`config.mk`:
```
export PLATFORM = sky130hd
export DESIGN_NAME = top_cpu_core
export DESIGN_NICKNAME = d
export VERILOG_FILES = /design/src/rtl/top_cpu_core.sv
export SDC_FILE = /design/constraint.sdc
export NUM_CORES = 1
export LEC_CHECK = 0
export CAP_MARGIN = 20
export CORE_MARGIN = 10
export CORE_UTILIZATION = 30
export DETAILED_ROUTE_END_ITERATION = 6
export SLEW_MARGIN = 20
export SYNTH_ARGS = -nofsm -noshare
export SYNTH_HDL_FRONTEND = slang
export SYNTH_SLANG_ARGS = --single-unit
```
`constraint.sdc`:
```
create_clock -name clk -period 2.3 [get_ports clk]
set_clock_uncertainty 0.05 [all_clocks]
set_input_delay 0.345 -clock clk [delete_from_list [all_inputs] [get_ports clk]]
set_output_delay 0.345 -clock clk [all_outputs]
set_load 0.02 [all_outputs]
```
`src/rtl/top_cpu_core.sv`:
```
// Tiny accumulator CPU with a fixed ROM program and an 8N1 UART.
// The ROM echoes every received byte plus one.
module top_cpu_core #(
  parameter int unsigned CLKS_PER_BIT = 16
) (
  input  logic clk,
  input  logic rst,
  input  logic rx,
  output logic tx
);
  localparam int unsigned CW = $clog2(CLKS_PER_BIT);
  localparam logic [CW-1:0] HALF_M1 = CW'(CLKS_PER_BIT / 2 - 1);
  localparam logic [CW-1:0] FULL_M1 = CW'(CLKS_PER_BIT - 1);

  localparam logic [1:0] RX_IDLE  = 2'd0;
  localparam logic [1:0] RX_START = 2'd1;
  localparam logic [1:0] RX_DATA  = 2'd2;
  localparam logic [1:0] RX_STOP  = 2'd3;

  localparam logic [3:0] OP_IN   = 4'd1;
  localparam logic [3:0] OP_OUT  = 4'd2;
  localparam logic [3:0] OP_ADDI = 4'd3;
  localparam logic [3:0] OP_JMP  = 4'd4;
  localparam logic [3:0] OP_JZ   = 4'd5;
  localparam logic [3:0] OP_LDI  = 4'd6;
  localparam logic [3:0] OP_XORI = 4'd7;

  logic          rx_s1, rx_s2, rx_prev;
  logic [1:0]    rx_state;
  logic [CW-1:0] rx_cnt;
  logic [2:0]    rx_bit;
  logic [7:0]    rx_sh, rx_buf;
  logic          rx_valid, rx_done;

  logic [3:0]    pc;
  logic [7:0]    acc, instr;
  logic [3:0]    op, imm;
  logic          in_take, out_go;

  logic          tx_busy;
  logic [CW-1:0] tx_cnt;
  logic [3:0]    tx_bit;
  logic [8:0]    tx_sh;

  always_ff @(posedge clk or negedge rst) begin
    if (!rst) begin
      rx_s1   <= 1'b1;
      rx_s2   <= 1'b1;
      rx_prev <= 1'b1;
    end else begin
      rx_s1   <= rx;
      rx_s2   <= rx_s1;
      rx_prev <= rx_s2;
    end
  end

  always_ff @(posedge clk or negedge rst) begin
    if (!rst) begin
      rx_state <= RX_IDLE;
      rx_cnt   <= '0;
      rx_bit   <= '0;
      rx_sh    <= '0;
    end else begin
      case (rx_state)
        RX_IDLE: if (rx_prev && !rx_s2) begin
          rx_state <= RX_START;
          rx_cnt   <= '0;
        end
        RX_START: if (rx_cnt == HALF_M1) begin
          rx_cnt   <= '0;
          rx_bit   <= '0;
          rx_state <= rx_s2 ? RX_IDLE : RX_DATA;
        end else rx_cnt <= rx_cnt + 1'b1;
        RX_DATA: if (rx_cnt == FULL_M1) begin
          rx_cnt <= '0;
          rx_sh  <= {rx_s2, rx_sh[7:1]};
          rx_bit <= rx_bit + 1'b1;
          if (rx_bit == 3'd7) rx_state <= RX_STOP;
        end else rx_cnt <= rx_cnt + 1'b1;
        default: if (rx_cnt == FULL_M1) begin
          rx_cnt   <= '0;
          rx_state <= RX_IDLE;
        end else rx_cnt <= rx_cnt + 1'b1;
      endcase
    end
  end

  assign rx_done = (rx_state == RX_STOP) && (rx_cnt == FULL_M1) && rx_s2;

  // A completing byte outranks the IN clear, so the flag survives a same-cycle take.
  always_ff @(posedge clk or negedge rst) begin
    if (!rst) begin
      rx_buf   <= '0;
      rx_valid <= 1'b0;
    end else if (rx_done) begin
      rx_buf   <= rx_sh;
      rx_valid <= 1'b1;
    end else if (in_take) begin
      rx_valid <= 1'b0;
    end
  end

  always_comb begin
    instr = 8'h00;
    case (pc)
      4'd0:    instr = 8'h10;
      4'd1:    instr = 8'h31;
      4'd2:    instr = 8'h20;
      4'd3:    instr = 8'h40;
      default: instr = 8'h00;
    endcase
  end

  assign op      = instr[7:4];
  assign imm     = instr[3:0];
  assign in_take = (op == OP_IN) && rx_valid;
  assign out_go  = (op == OP_OUT) && !tx_busy;

  always_ff @(posedge clk or negedge rst) begin
    if (!rst) begin
      pc  <= '0;
      acc <= '0;
    end else begin
      case (op)
        OP_IN: if (rx_valid) begin
          acc <= rx_buf;
          pc  <= pc + 1'b1;
        end
        OP_OUT:  if (!tx_busy) pc <= pc + 1'b1;
        OP_ADDI: begin acc <= acc + {4'h0, imm}; pc <= pc + 1'b1; end
        OP_JMP:  pc <= imm;
        OP_JZ:   pc <= (acc == 8'h00) ? imm : pc + 1'b1;
        OP_LDI:  begin acc <= {4'h0, imm}; pc <= pc + 1'b1; end
        OP_XORI: begin acc <= acc ^ {4'h0, imm}; pc <= pc + 1'b1; end
        default: pc <= pc + 1'b1;
      endcase
    end
  end

  // Start bit is driven on the load edge; tx_sh holds data bits then the stop bit.
  always_ff @(posedge clk or negedge rst) begin
    if (!rst) begin
      tx      <= 1'b1;
      tx_busy <= 1'b0;
      tx_cnt  <= '0;
      tx_bit  <= '0;
      tx_sh   <= '0;
    end else if (!tx_busy) begin
      if (out_go) begin
        tx      <= 1'b0;
        tx_busy <= 1'b1;
        tx_cnt  <= '0;
        tx_bit  <= '0;
        tx_sh   <= {1'b1, acc};
      end
    end else if (tx_cnt == FULL_M1) begin
      tx_cnt <= '0;
      if (tx_bit == 4'd9) begin
        tx_busy <= 1'b0;
        tx_bit  <= '0;
      end else begin
        tx_bit <= tx_bit + 1'b1;
        tx     <= tx_sh[0];
        tx_sh  <= {1'b1, tx_sh[8:1]};
      end
    end else begin
      tx_cnt <= tx_cnt + 1'b1;
    end
  end
endmodule

```
==> flow_metrics.env, run 1 <==
export IMPL_critPathMaxStageDelay_ns=0.39
export IMPL_ys_seq_elements=60
export IMPL_setup_viol=0
export IMPL_worstPathArrival_ns=2.33
export IMPL_hp_start="rx_s1"
export IMPL_drive_gt1_share_pct=19.1
export IMPL_hold_depth=0
export IMPL_grtUsageTotal_pct=8.05
export IMPL_min_period_over_period_pct=92.7
export IMPL_die_h_um=122
export IMPL_p_leak_nw=1.58
export IMPL_hold_class="flip-flop to flip-flop"
export IMPL_synthArstFlopShare_pct=100
export IMPL_die_w_um=122
export IMPL_grt_max_degree=26
export IMPL_fmax_mhz=469
export IMPL_htreeDepth=3
export IMPL_finalPower_mw=3.72
export IMPL_yosysUniqueCellTypes=56
export IMPL_drtIter0Drc=103
export IMPL_fin_crit_ns=2.13
export IMPL_powerDensity_nw_per_um2=1080
export IMPL_post_cts_buffers=0
export IMPL_antenna_found_initial=0
export IMPL_first_pass_iters=4
export IMPL_path_cells="inv_1 > ha_1 > and2_2 > ha_1 > ha_1 > and3_1 > and3_1 > o211a_1 > o22ai_1"
export IMPL_start_util_pct=30.5
export IMPL_vias_per_cell=4.93
export IMPL_worstReg2RegEnd="acc[6]"
export IMPL_cts_root_buf="clkbuf_8"
export IMPL_holdPathEnd="rx_s2"
export IMPL_synth_cells=295
export IMPL_grt_pass1_vias=2140
export IMPL_start_kind="flip-flop"
export IMPL_clock_latency_ns=0.33
export IMPL_cts_clk_slew_worst_paths_ns=0.06
export IMPL_path_delay_family="adder cells"
export IMPL_num_rows=37
export IMPL_rsz0062_at_grt="no"
export IMPL_slew_viol_final=0
export IMPL_tightest_slew_ns=0.625
export IMPL_ant_nets=0
export IMPL_maxCapViolCount=0
export IMPL_clock_sinks=60
export IMPL_grt_first_pass_wirelength_um=9850
export IMPL_wire_per_inst_um=12.6
export IMPL_vdd_ir_drop_max_mv=0.466
export IMPL_io_pins=4
export IMPL_cp_slowest_cell="dfrtp_1"
export IMPL_drt_wl_total_um=5610
export IMPL_cts_buffers_inserted=9
export IMPL_port_buffers=3
export IMPL_synth_area_sq_um=3100
export IMPL_core_area_sq_um=10200
export IMPL_cp_required_ns=2.50
export IMPL_nNetsFinal=319
export IMPL_crit_top_cell="ha_1"
export IMPL_crit_buf_inv=1
export IMPL_dieArea_sq_um=14800
export IMPL_cts_buffer_depth=2
export IMPL_regToRegStartpoint="pc[1]"
export IMPL_vias=2196
export IMPL_rrSetupSlack_ns=0.17
export IMPL_critPathKind="flip-flop to flip-flop"
export IMPL_n_antenna_cell=0
export IMPL_hold_violations=0
export IMPL_ys_warn_count=0
export IMPL_syn_num_nets=310
export IMPL_synth_yosys_seq_area_share_pct=48.5
export IMPL_avgSynthCellArea_sq_um=10.5
export IMPL_overflow=0
export IMPL_max_slew_margin_pct=57.3
export IMPL_place_congestion=0.814
export IMPL_drcViolationCount=0
export IMPL_synth_top_flop_cell="dfrtp_1"
export IMPL_dpl_hpwl_um=4020
export IMPL_rr_worst_depth=9
export IMPL_status="complete, no violations"
export IMPL_crit_fanout=4
export IMPL_synth_edf_count=0
export IMPL_cts_tree="done"
export IMPL_area_growth_pct=11.3
export IMPL_tns_ns=0
export IMPL_crit_path_end_kind="flip-flop"
## synthesized netlist by cell type (all sizes together) (5+ instances only)
master / instances / share of area, %
o21ai: 24 / 3.9
inv: 16 / 1.9
nor4: 5 / 1.0
clkbuf: 6 / 0.73
nor2: 20 / 2.5
and3: 6 / 1.4
a31oi: 5 / 1.0
buf: 9 / 2.1
a21oi: 15 / 2.5
mux2: 17 / 6.2
a32oi: 5 / 1.4
ha: 12 / 4.8
dfrtp: 56 / 45
nand2: 25 / 3.0
mux2i: 8 / 2.6
nand3: 6 / 0.97
## power breakdown
group | switching [mW] | internal, mW
sequential | 0.285 | 1.30
clock | 0.380 | 0.416
combinational | 0.741 | 0.593
## repair_timing
action | in CTS | in global routing
hold buffers | 1 | 0
endpoints found under the setup margin | 0 | 1
endpoints found under the hold margin | 20 | 0
resized for setup | 0 | 1
## layer usage
| layer | track usage, % | vias up | wire length, um |
|---|---|---|---|
| met5 | 0 | - | 0 |
| met2 | 12.9 | 30 | 2650 |
| met1 | 9.90 | 1077 | 2710 |
| li1 | - | 1083 | - |
| met4 | 2.91 | 0 | 61 |
| met3 | 2.64 | 6 | 182 |
## metrics by stage
stage	cells	setup slack (ns)	utilization, %	cell area, sq um	hold WS (ns)
finish	445	0.167	33.9	3450	0.306
global route	445	0.0489	33.9	3450	0.309
global placement	428	0.247	32.2	3280	0.296
detailed placement	428	0.194	32.2	3280	0.298
CTS	445	0.173	33.9	3450	0.308
floorplan	295	0.182	-	3100	-0.000591
## kinds of logic (layout without fill, tap and decap cells)
family | Yosys count | in the layout | share of synthesized area, %
and+or+nand+nor | 87 | 87 | 15.3
AOI/OAI and AO/OA | 76 | 76 | 16.7
DFF | 60 | 60 | 48.5
buffers and inverters | 31 | 45 | 4.76
muxes | 25 | 25 | 8.75
adders and majority gates | 12 | 12 | 4.84
xor gates and xnor gates | 4 | 4 | 1.13
## cells in the final DEF (no fill, tap or decap), drive strengths merged, types with 4 or more instances in the layout
master,n
a21oi,15
a31oi,5
a32oi,5
and3,6
buf,10
clkbuf,13
dfrtp,56
dfstp,4
ha,12
inv,16
mux2,17
mux2i,8
nand2,25
nand3,6
nor2,20
nor3,4
nor4,5
o211a,4
o21ai,24
o22ai,4
## how the worst max path moves through the flow
stage | start | endpoint | slack, ns | cells past startpoint
floorplan | pc[2] | acc[6] | 0.18 | 9
global placement | pc[0] | tx_sh[4] | 0.25 | 7
detailed placement | pc[1] | acc[6] | 0.19 | 9
CTS | pc[1] | acc[6] | 0.17 | 9
global route | pc[1] | acc[6] | 0.05 | 9
finish | pc[1] | acc[6] | 0.17 | 9
## registers in the layout, summed over array words and instances (netlist names)
register  flops
rx_valid      1
tx_busy       1
rx_prev       1
acc           8
pc            4
tx_bit        4
rx_buf        8
rx_cnt        4
tx_cnt        4
rx_sh         8
rx_bit        3
rx_s2         1
rx_state      2
rx_s1         1
tx            1
tx_sh         9
## final cells by class
cell class	instances	area, sq um
Multi-Input combinational cell	204	1450
Clock inverter	3	15.0
Timing Repair Buffer	13	103
Fill cell	1046	6730
Sequential cell	60	1510
Clock buffer	13	149
Tap cell	136	170
Inverter	16	60.1
(Power assumes the default switching activity.)
==> run 2: changes to the inputs <==
--- a/config.mk
+++ b/config.mk
@@ -9,6 +9,8 @@
 export CORE_MARGIN = 10
 export CORE_UTILIZATION = 30
 export DETAILED_ROUTE_END_ITERATION = 6
+export PLACE_DENSITY = 0.53
+export SKIP_CTS_REPAIR_TIMING = 1
 export SLEW_MARGIN = 20
 export SYNTH_ARGS = -nofsm -noshare
 export SYNTH_HDL_FRONTEND = slang
==> flow_metrics.env, run 2 (synthesis gave the netlist of run 1 again) <==
export IMPL_min_period_over_period_pct=92.8
export IMPL_cts_buffer_depth=2
export IMPL_cts_clk_slew_worst_paths_ns=0.07
export IMPL_tightest_slew_ns=0.619
export IMPL_die_w_um=122
export IMPL_slew_viol_final=0
export IMPL_rsz0062_at_grt="no"
export IMPL_drt_wl_total_um=5620
export IMPL_tns_ns=0
export IMPL_dieArea_sq_um=14800
export IMPL_nNetsFinal=319
export IMPL_crit_path_end_kind="flip-flop"
export IMPL_crit_buf_inv=2
export IMPL_utilization_pct=34.9
export IMPL_cts_root_buf="clkbuf_8"
export IMPL_setup_viol=0
export IMPL_cp_required_ns=2.51
export IMPL_path_cells="inv_1 > ha_1 > or3b_4 > o32ai_4 > buf_4 > nor2_1 > a21oi_1"
export IMPL_vdd_ir_drop_max_mv=0.444
export IMPL_fin_ws_ns=0.165
export IMPL_use_met2_pct=12.3
export IMPL_status="complete, no violations"
export IMPL_grt_max_degree=37
export IMPL_n_antenna_cell=0
export IMPL_hold_violations=0
export IMPL_htreeDepth=3
export IMPL_num_rows=37
export IMPL_cts_buffers_inserted=9
export IMPL_die_h_um=122
export IMPL_crit_fanout=18
export IMPL_first_pass_iters=4
export IMPL_fin_crit_ns=2.14
export IMPL_dp_slack_ns=0.168
export IMPL_critPathMaxStageDelay_ns=0.44
export IMPL_critPathKind="flip-flop to flip-flop"
export IMPL_dpl_hpwl_um=3920
export IMPL_clock_sinks=60
export IMPL_max_slew_margin_pct=58.4
export IMPL_layout_common_cells="dfrtp_1 (56), nand2_1 (25), o21ai_0 (23)"
export IMPL_cp_slowest_cell="or3b_4"
export IMPL_antenna_found_initial=0
export IMPL_layout_commonest_cell="dfrtp_1"
export IMPL_drive_gt1_share_pct=19.7
export IMPL_cts_tree="done"
export IMPL_worstPathArrival_ns=2.35
export IMPL_met1_usage_pct=9.93
export IMPL_wire_per_inst_um=12.6
export IMPL_fmax_mhz=468
export IMPL_core_area_sq_um=10200
export IMPL_port_buffers=3
export IMPL_start_kind="flip-flop"
export IMPL_groute_layer_met3_usage_pct=2.54
export IMPL_ant_nets=0
export IMPL_drtIter0Drc=56
export IMPL_vias=2155
export IMPL_grt_pass1_vias=2058
export IMPL_overflow=0
export IMPL_place_congestion=0.806
export IMPL_powerDensity_nw_per_um2=1150
export IMPL_vias_per_cell=4.84
export IMPL_grtUsageTotal_pct=8.02
export IMPL_p_leak_nw=1.62
export IMPL_drcViolationCount=0
export IMPL_regMostFlops="tx_sh"
export IMPL_area_growth_pct=14.4
export IMPL_path_delay_family="simple AND/OR/NAND/NOR gates"
export IMPL_grt_first_pass_wirelength_um=9680
export IMPL_busiest_layer="met2"
export IMPL_start_util_pct=30.5
export IMPL_maxCapViolCount=0
export IMPL_clock_latency_ns=0.34
export IMPL_largest_register_ffs=9
export IMPL_hold_class="flip-flop to flip-flop"
export IMPL_io_pins=4
[run 2: path summary, 6_finish.rpt]
kind,cells past startpoint,endpoint,start,slack (ns)
max,7,tx_sh[6],pc[0],0.16
max in group asynchronous,3,rx_s2,rst,1.04
min reg2reg,0,rx_s2,rx_s1,0.31
min in group asynchronous,2,tx_sh[0],rst,0.50
min,0,rx_s2,rx_s1,0.31
max reg2reg,7,tx_sh[6],pc[0],0.16
[run 2: stage by stage]
stage                     power [mW]  hold WS [ns]  area [sq um]  instances
final                           4.09         0.307          3550        445
after CTS                       4.14       -0.0313          3540        444
after detailed placement        2.95         0.298          3290        428
after global routing            4.41         0.319          3550        445
after floorplan                 2.62     -0.000591          3100        295
after global placement          2.92         0.296          3290        428
[run 2: power by group]
part | total, mW | leakage, nW | internal, mW | switching [mW]
clock | 1.17 | 0.122 | 0.749 | 0.422
combinational | 1.33 | 0.723 | 0.596 | 0.735
sequential | 1.59 | 0.776 | 1.30 | 0.288
[run 2: cell type report]
cell class,instances,area [sq um]
clock buffers,10,138
clock inverters,6,111
fillers,1031,6640
inverters,16,60.1
multi-input cells,204,1450
flip-flops and latches,60,1510
well taps,136,170
repair buffers,13,115
[run 2: layer usage]
layer	share of wire [%]	up-vias
met5	0	-
met2	45	22
met1	51	1031
li1	-	1094
met4	1.7	0
met3	2.8	8
